## config.mk

```make
export PLATFORM = sky130hd
export DESIGN_NAME = mem_req_sequencer
export DESIGN_NICKNAME = d
export VERILOG_FILES = /design/src/rtl/mem_req_sequencer.sv
export SDC_FILE = /design/constraint.sdc
export NUM_CORES = 1
export LEC_CHECK = 0
export CAP_MARGIN = 30
export CORE_ASPECT_RATIO = 1.75
export CORE_MARGIN = 4
export CORE_UTILIZATION = 30
export CTS_CLUSTER_DIAMETER = 80
export CTS_CLUSTER_SIZE = 10
export DETAILED_ROUTE_END_ITERATION = 7
export SLEW_MARGIN = 25
export SYNTH_ARGS = -nofsm -noshare
export SYNTH_HDL_FRONTEND = slang
export SYNTH_SLANG_ARGS = --single-unit
```

## constraint.sdc

```tcl
create_clock -name plusclk -period 8.2 [get_ports plusclk]
set_input_delay 2.46 -clock plusclk [delete_from_list [all_inputs] [get_ports plusclk]]
set_output_delay 2.46 -clock plusclk [all_outputs]
set_load 0.03 [all_outputs]
```

## src/rtl/mem_req_sequencer.sv

```systemverilog
// Scripted multi-processor request sequencer: drives one processor lane per script
// entry, samples that lane's response after a fixed latency and counts mismatches.
//
// state | meaning
// IDLE  | waiting for start; script loads accepted; lanes idle
// ISSUE | register entry idx onto its processor lane
// WAIT  | response latency countdown; lanes hold
// CHECK | compare selected dout lane with expected byte, advance or finish
// DONE  | result held; lanes return idle; loads and restart accepted
module mem_req_sequencer #(
  parameter int                    NUM_PROC     = 4,
  parameter int                    ADDR_WIDTH   = 32,
  parameter int                    DATA_WIDTH   = 8,
  parameter int                    SCRIPT_DEPTH = 16,
  parameter int                    LATENCY      = 2,
  parameter logic [ADDR_WIDTH-1:0] IDLE_ADDR    = '0,
  parameter int                    ERR_W        = 8,
  localparam int PW = (NUM_PROC > 1) ? $clog2(NUM_PROC) : 1,
  localparam int IW = (SCRIPT_DEPTH > 1) ? $clog2(SCRIPT_DEPTH) : 1,
  localparam int CW = $clog2(SCRIPT_DEPTH + 1)
) (
  input  logic                           plusclk,
  input  logic                           rst,
  input  logic                           load_en,
  input  logic [IW-1:0]                  load_idx,
  input  logic [PW-1:0]                  load_proc,
  input  logic [ADDR_WIDTH-1:0]          load_addr,
  input  logic [DATA_WIDTH-1:0]          load_din,
  input  logic [DATA_WIDTH-1:0]          load_exp,
  input  logic                           load_chk,
  input  logic [CW-1:0]                  num_entries,
  input  logic                           start,
  output logic [NUM_PROC*ADDR_WIDTH-1:0] addr_proc,
  output logic [NUM_PROC*DATA_WIDTH-1:0] din_proc,
  input  logic [NUM_PROC*DATA_WIDTH-1:0] dout_proc,
  output logic                           busy,
  output logic                           done,
  output logic                           pass,
  output logic [ERR_W-1:0]               err_count,
  output logic [IW-1:0]                  err_idx
);

  localparam int WW = (LATENCY > 1) ? $clog2(LATENCY) : 1;
  localparam logic [CW-1:0] DEPTH_C   = CW'(SCRIPT_DEPTH);
  localparam logic [WW-1:0] WAIT_INIT = WW'(LATENCY - 1);
  localparam logic [WW-1:0] WAIT_LAST = WW'(1);

  typedef enum logic [2:0] {
    S_IDLE,
    S_ISSUE,
    S_WAIT,
    S_CHECK,
    S_DONE
  } state_t;

  state_t state, next_state;

  logic [PW-1:0]         scr_proc [SCRIPT_DEPTH];
  logic [ADDR_WIDTH-1:0] scr_addr [SCRIPT_DEPTH];
  logic [DATA_WIDTH-1:0] scr_din  [SCRIPT_DEPTH];
  logic [DATA_WIDTH-1:0] scr_exp  [SCRIPT_DEPTH];
  logic                  scr_chk  [SCRIPT_DEPTH];

  logic [IW-1:0]         idx;
  logic [IW-1:0]         last_idx;
  logic [WW-1:0]         wait_cnt;
  logic [PW-1:0]         cur_proc;
  logic [DATA_WIDTH-1:0] cur_exp;
  logic                  cur_chk;

  logic                  idle_like;
  logic [31:0]           load_idx_wide;
  logic                  load_ok;
  logic [CW-1:0]         run_len;
  logic                  empty;
  logic                  last;
  logic [DATA_WIDTH-1:0] dout_sel;
  logic                  mismatch;

  assign idle_like     = (state == S_IDLE) || (state == S_DONE);
  assign load_idx_wide = 32'(load_idx);
  assign load_ok       = idle_like && load_en && (load_idx_wide < 32'(SCRIPT_DEPTH));
  assign run_len       = (num_entries > DEPTH_C) ? DEPTH_C : num_entries;
  assign empty         = (num_entries == '0);
  assign last          = (idx == last_idx);

  always_comb begin
    dout_sel = '0;
    for (int k = 0; k < NUM_PROC; k++) begin
      if (cur_proc == PW'(k)) dout_sel = dout_proc[k*DATA_WIDTH +: DATA_WIDTH];
    end
  end

  assign mismatch = cur_chk && (dout_sel != cur_exp);

  // Script storage is deliberately not reset.
  always_ff @(posedge plusclk) begin
    if (load_ok) begin
      scr_proc[load_idx] <= load_proc;
      scr_addr[load_idx] <= load_addr;
      scr_din[load_idx]  <= load_din;
      scr_exp[load_idx]  <= load_exp;
      scr_chk[load_idx]  <= load_chk;
    end
  end

  always_ff @(posedge plusclk) begin
    if (rst) state <= S_IDLE;
    else     state <= next_state;
  end

  always_comb begin
    next_state = state;
    case (state)
      S_IDLE, S_DONE: if (start) next_state = empty ? S_DONE : S_ISSUE;
      S_ISSUE:        next_state = (LATENCY > 1) ? S_WAIT : S_CHECK;
      S_WAIT:         if (wait_cnt <= WAIT_LAST) next_state = S_CHECK;
      S_CHECK:        next_state = last ? S_DONE : S_ISSUE;
      default:        next_state = S_IDLE;
    endcase
  end

  always_ff @(posedge plusclk) begin
    if (rst) begin
      addr_proc <= {NUM_PROC{IDLE_ADDR}};
      din_proc  <= '0;
      busy      <= 1'b0;
      done      <= 1'b0;
      pass      <= 1'b0;
      err_count <= '0;
      err_idx   <= '0;
      idx       <= '0;
      last_idx  <= '0;
      wait_cnt  <= '0;
      cur_proc  <= '0;
      cur_exp   <= '0;
      cur_chk   <= 1'b0;
    end else begin
      case (state)
        S_IDLE, S_DONE: begin
          addr_proc <= {NUM_PROC{IDLE_ADDR}};
          din_proc  <= '0;
          if (start) begin
            idx       <= '0;
            last_idx  <= IW'(run_len - 1'b1);
            err_count <= '0;
            err_idx   <= '0;
            done      <= empty;
            pass      <= empty;
            busy      <= !empty;
          end
        end
        S_ISSUE: begin
          for (int k = 0; k < NUM_PROC; k++) begin
            if (scr_proc[idx] == PW'(k)) begin
              addr_proc[k*ADDR_WIDTH +: ADDR_WIDTH] <= scr_addr[idx];
              din_proc[k*DATA_WIDTH +: DATA_WIDTH]  <= scr_din[idx];
            end else begin
              addr_proc[k*ADDR_WIDTH +: ADDR_WIDTH] <= IDLE_ADDR;
              din_proc[k*DATA_WIDTH +: DATA_WIDTH]  <= '0;
            end
          end
          cur_proc <= scr_proc[idx];
          cur_exp  <= scr_exp[idx];
          cur_chk  <= scr_chk[idx];
          wait_cnt <= WAIT_INIT;
        end
        S_WAIT: wait_cnt <= wait_cnt - 1'b1;
        S_CHECK: begin
          if (mismatch) begin
            if (err_count != '1) err_count <= err_count + 1'b1;
            if (err_count == '0) err_idx <= idx;
          end
          if (last) begin
            busy <= 1'b0;
            done <= 1'b1;
            pass <= !mismatch && (err_count == '0);
          end else begin
            idx <= idx + 1'b1;
          end
        end
        default: ;
      endcase
    end
  end

endmodule

```

==> impl_summary.txt <==
----------------------------------------------------
[Yosys]
  Most used flip-flop cell after synthesis ... sky130_fd_sc_hd__edfxtp_1
  Syn_area_per_cell ... 19.42 sq um
  Register bit total from synthesis ... 1017
  Leading cell type by number of instances after synthesis ... sky130_fd_sc_hd__edfxtp_1
  Ranking of synthesized cells by area ... sky130_fd_sc_hd__edfxtp_1, sky130_fd_sc_hd__mux4_2, sky130_fd_sc_hd__dfxtp_1
  Largest area contributor in the synthesized netlist ... sky130_fd_sc_hd__edfxtp_1
  Warning count from the yosys run ... 0
  Area fraction of the dominant cell type after synthesis ... 64.03%
  Netlist Area Pre-Place ... 38270 sq um
  Async set-reset flop share out of synthesis ... 0%
  Most frequent cells after synthesis ... sky130_fd_sc_hd__edfxtp_1, sky130_fd_sc_hd__mux4_2, sky130_fd_sc_hd__dfxtp_1, sky130_fd_sc_hd__nor2_1, sky130_fd_sc_hd__a22oi_1
  Sequential element share of the synthesized area ... 74.54%
  Distinct cells, synth ... 40
  Gate count after technology mapping ... 1971
  Number of enable-type register cells in the synthesized netlist ... 816
  Total nets after synthesis ... 2071

[Worst setup path]
  Nature of the critical path startpoint ... primary input
  Series of cell instances along the critical path ... clkdlybuf4s50_1, nand2_1, nor2_1, nand2_1, nor2_4, buf_16, buf_4
  WP buf/inv ... 3
  Arrival time worst endpoint ... 4.82 ns
  Req. time, crit path ... 8.50 ns
  Worst Setup End Kind ... register
  Cell with the biggest individual delay on the critical path ... sky130_fd_sc_hd__nor2_4
  Cell class contributing the biggest share of worst-path delay ... buffers and inverters
  Maximum fanout encountered on the critical timing path ... 24
  Setup Crit Path Kind ... primary input to register
  Worst stage delay on the critical path ... 0.60 ns
  Library cell appearing most often on the critical path ... sky130_fd_sc_hd__nand2_1

[Clocking]
  CTS tree ... yes
  Buffer cell driving the clock tree root ... sky130_fd_sc_hd__clkbuf_16
  Clk buf depth ... 3
  Clock latency on the worst-skew pair ... 0.69 ns
  Hold buffers post-CTS ... 0
  Clk sink count ... 1017
  Clock buffers created by TritonCTS ... 113
  # Post-CTS Setup Buffers ... 0
  Clock-pin slew reported for the worst setup and hold paths after clock tree synthesis ... 0.06 ns
  PostCTS Resize Cnt ... 0
  Number of levels in the clock H-tree ... 3

[Timing]
  Transition time at the pin with the least slew margin ... 0.9535 ns
  Fin crit share ... 55.10%
  RSZ-0062 raised after global routing ... false
  Clk_skew ... 0.02922 ns
  Accumulated negative setup slack ... 0 ns
  Final critical delay including setup and external delays ... 4.518 ns
  Number of endpoints failing setup at the final stage ... 0
  Highest Clock Rate ... 221.3 MHz
  Final count of pins violating max slew ... 0
  Worst max-slew margin expressed relative to the limit ... 36.43%
  Fin. Hold Viols ... 0

[Power and ir drop]
  Power per cell area ... 244.9 nW/um^2
  Leakage component of the power ... 14.11 nW
  Maximum vdd ir drop ... 0.1675 mV

[Routing]
  Post-route DRC ... 0
  Routed via count ... 20.14k
  Routed length per placed instance ... 24.12 microns
  Detail-routed via count per cell ... 5.012
  Number of detailed-routing iterations run before antenna repair ... 5
  Final antenna-violating net count ... 0
  Sum of routed wire length over all layers ... 96930 microns
  Number of violations reported at the end of detailed-routing iteration 0 ... 1850

[Floorplan]
  Die height ... 480.5 microns
  Row cnt ... 173
  Initial Utilization ... 30.17%
  DIE WIDTH ... 278.0 microns
  Core region area ... 126800 sq um
  Die footprint ... 133600 sq um
  # IOs ... 271

[Placement]
  DPL Wire Length ... 59110 microns
  # placed instances ... 3816
  RePlAce Congestion ... 0.7831
  # port buffers ... 270

[Global routing]
  Via count of the first global-routing pass ... 21.25k
  First-pass GRT wire length ... 142700 microns
  Global-route usage over all layers ... 14.18%
  Antenna violations before repair ... 19
  Sum of overflow across all layers after global routing ... 0
  Maximum number of pins on one net before global-route repair ... 113

[Layout]
  Ratio of cells with drive above 1 in the final layout ... 20.03%
  Number of nets in the finished design ... 2377
  Relative area change from synthesis to final layout ... 21.49%
  Final standard cell count with taps included and fillers excluded ... 4018

[Outcome]
  Status ... finished, final reports clean

[Worst hold path]
  Hold Crit Class ... register to register

[Run]
  Max-cap violation count ... 0

----------------------------------------------------
cell type report:
class	instances	area (sq um)
clock inverters	8	87.58
flip-flops and latches	1017	28540
multi-input cells	819	9261
fillers	11710	80350
repair buffers	321	3373
inverters	5	18.77
well taps	1662	2079
clock buffers	177	3109
diodes	9	22.52
flip-flops by register name, indices dropped and copies added, names as in the netlist, named ones only:
signal,flops
scr_chk,16
cur_exp,8
busy,1
state,3
cur_chk,1
pass,1
din_proc,32
err_count,8
cur_proc,2
scr_proc,32
scr_exp,128
err_idx,4
last_idx,4
scr_din,128
addr_proc,128
done,1
idx,4
scr_addr,512
cells in the final DEF (no fill, tap or decap), types with 2 or more instances in the layout:
cell                              Yosys  routed
sky130_fd_sc_hd__nor2b_1              6       4
sky130_fd_sc_hd__mux2i_1              6       6
sky130_fd_sc_hd__diode_2              0       9
sky130_fd_sc_hd__clkbuf_1            79      61
sky130_fd_sc_hd__a31oi_1              5       5
sky130_fd_sc_hd__dfxtp_4              0       3
sky130_fd_sc_hd__nand4_1              6       6
sky130_fd_sc_hd__clkbuf_16            0     114
sky130_fd_sc_hd__a211oi_1             2       2
sky130_fd_sc_hd__o211ai_1             9       9
sky130_fd_sc_hd__or3_1                7       7
sky130_fd_sc_hd__nor3_2               0       5
sky130_fd_sc_hd__dfxtp_1            201     196
sky130_fd_sc_hd__buf_12               0       5
sky130_fd_sc_hd__a21oi_1             20      20
sky130_fd_sc_hd__nor2_4               0      13
sky130_fd_sc_hd__xor2_1               7       7
sky130_fd_sc_hd__inv_6                0       2
sky130_fd_sc_hd__nand3_1              8       8
sky130_fd_sc_hd__buf_6               12       2
sky130_fd_sc_hd__nand2b_1             5       5
sky130_fd_sc_hd__nor2b_4              0       2
sky130_fd_sc_hd__clkinv_2             0       3
sky130_fd_sc_hd__edfxtp_1           816     816
sky130_fd_sc_hd__ha_1                 4       4
sky130_fd_sc_hd__xnor2_1             11      11
sky130_fd_sc_hd__inv_1                5       5
sky130_fd_sc_hd__dfxtp_2              0       2
sky130_fd_sc_hd__mux4_2             263     263
sky130_fd_sc_hd__clkbuf_8             0       2
sky130_fd_sc_hd__nand2_1             34      34
sky130_fd_sc_hd__buf_4                0      34
sky130_fd_sc_hd__and3_1               3       3
sky130_fd_sc_hd__clkdlybuf4s50_1      0     269
sky130_fd_sc_hd__a22oi_1            160     160
sky130_fd_sc_hd__buf_16               0      11
sky130_fd_sc_hd__nor2_1             191     178
sky130_fd_sc_hd__and2_1              45      44
sky130_fd_sc_hd__nor3_1              14       9
cells by family after synthesis:
kind of cell	synth area share [%]
xor gates and xnor gates	0.4119
muxes	15.63
buffers and inverters	1.658
AOI/OAI and AO/OA	3.789
adders and majority gates	0.1308
DFF	74.54
and+or+nand+nor	3.835
metal layers:
| metal | track usage, % | vias up | part of all wire, % |
|---|---|---|---|
| met4 | 4.311 | 8 | 2.2 |
| met5 | 0 | - | 0.057 |
| li1 | - | 8592 | - |
| met1 | 17.95 | 10680 | 41 |
| met3 | 3.021 | 140 | 6.5 |
| met2 | 24.50 | 722 | 51 |
worst reg2reg max path: stages (launching register included):
cell and delay (ns):
sky130_fd_sc_hd__dfxtp_4 0.62, sky130_fd_sc_hd__buf_16 0.29, sky130_fd_sc_hd__buf_4 0.63, sky130_fd_sc_hd__mux4_2 0.63, sky130_fd_sc_hd__mux4_2 0.62, sky130_fd_sc_hd__nor2_4 0.67
sky130_fd_sc_hd__buf_4 0.45, sky130_fd_sc_hd__a22oi_1 0.15, sky130_fd_sc_hd__nor2_1 0.15
worst paths after layout:
| check | start | end | slack, ns | depth (start not counted) |
|---|---|---|---|---|
| max | load_en | scr_din[6][3] | 3.68 | 7 |
| min | cur_chk | cur_chk | 0.47 | 2 |
| max reg2reg | register | addr_proc[4] | 3.89 | 8 |
| min reg2reg | cur_chk | cur_chk | 0.47 | 2 |
where the power goes:
group | leakage, nW | switching, mW | total, mW | internal, mW
Combinational | 3.58 | 0.704 | 1.08 | 0.378
Clock | 1.54 | 1.89 | 4.48 | 2.59
Sequential | 8.99 | 0.0843 | 5.83 | 5.74
metrics by stage:
| stage | area [sq um] | hold WS (ns) | util [%] | total power [mW] | setup WS [ns] |
|---|---|---|---|---|---|
| final | 46490 | 0.4662 | 36.65 | 11.39 | 3.682 |
| after global routing | 46470 | 0.5033 | 36.64 | 11.81 | 3.543 |
| after CTS | 46300 | 0.4638 | 36.50 | 11.52 | 3.583 |
| after detailed placement | 43100 | 0.4561 | 33.98 | 7.020 | 2.851 |
| after global placement | 42850 | 0.4562 | 33.78 | 6.971 | 2.774 |
| after floorplan | 38270 | 0.4366 | - | 6.576 | 1.303 |
Power figures use the tool's default switching activity.
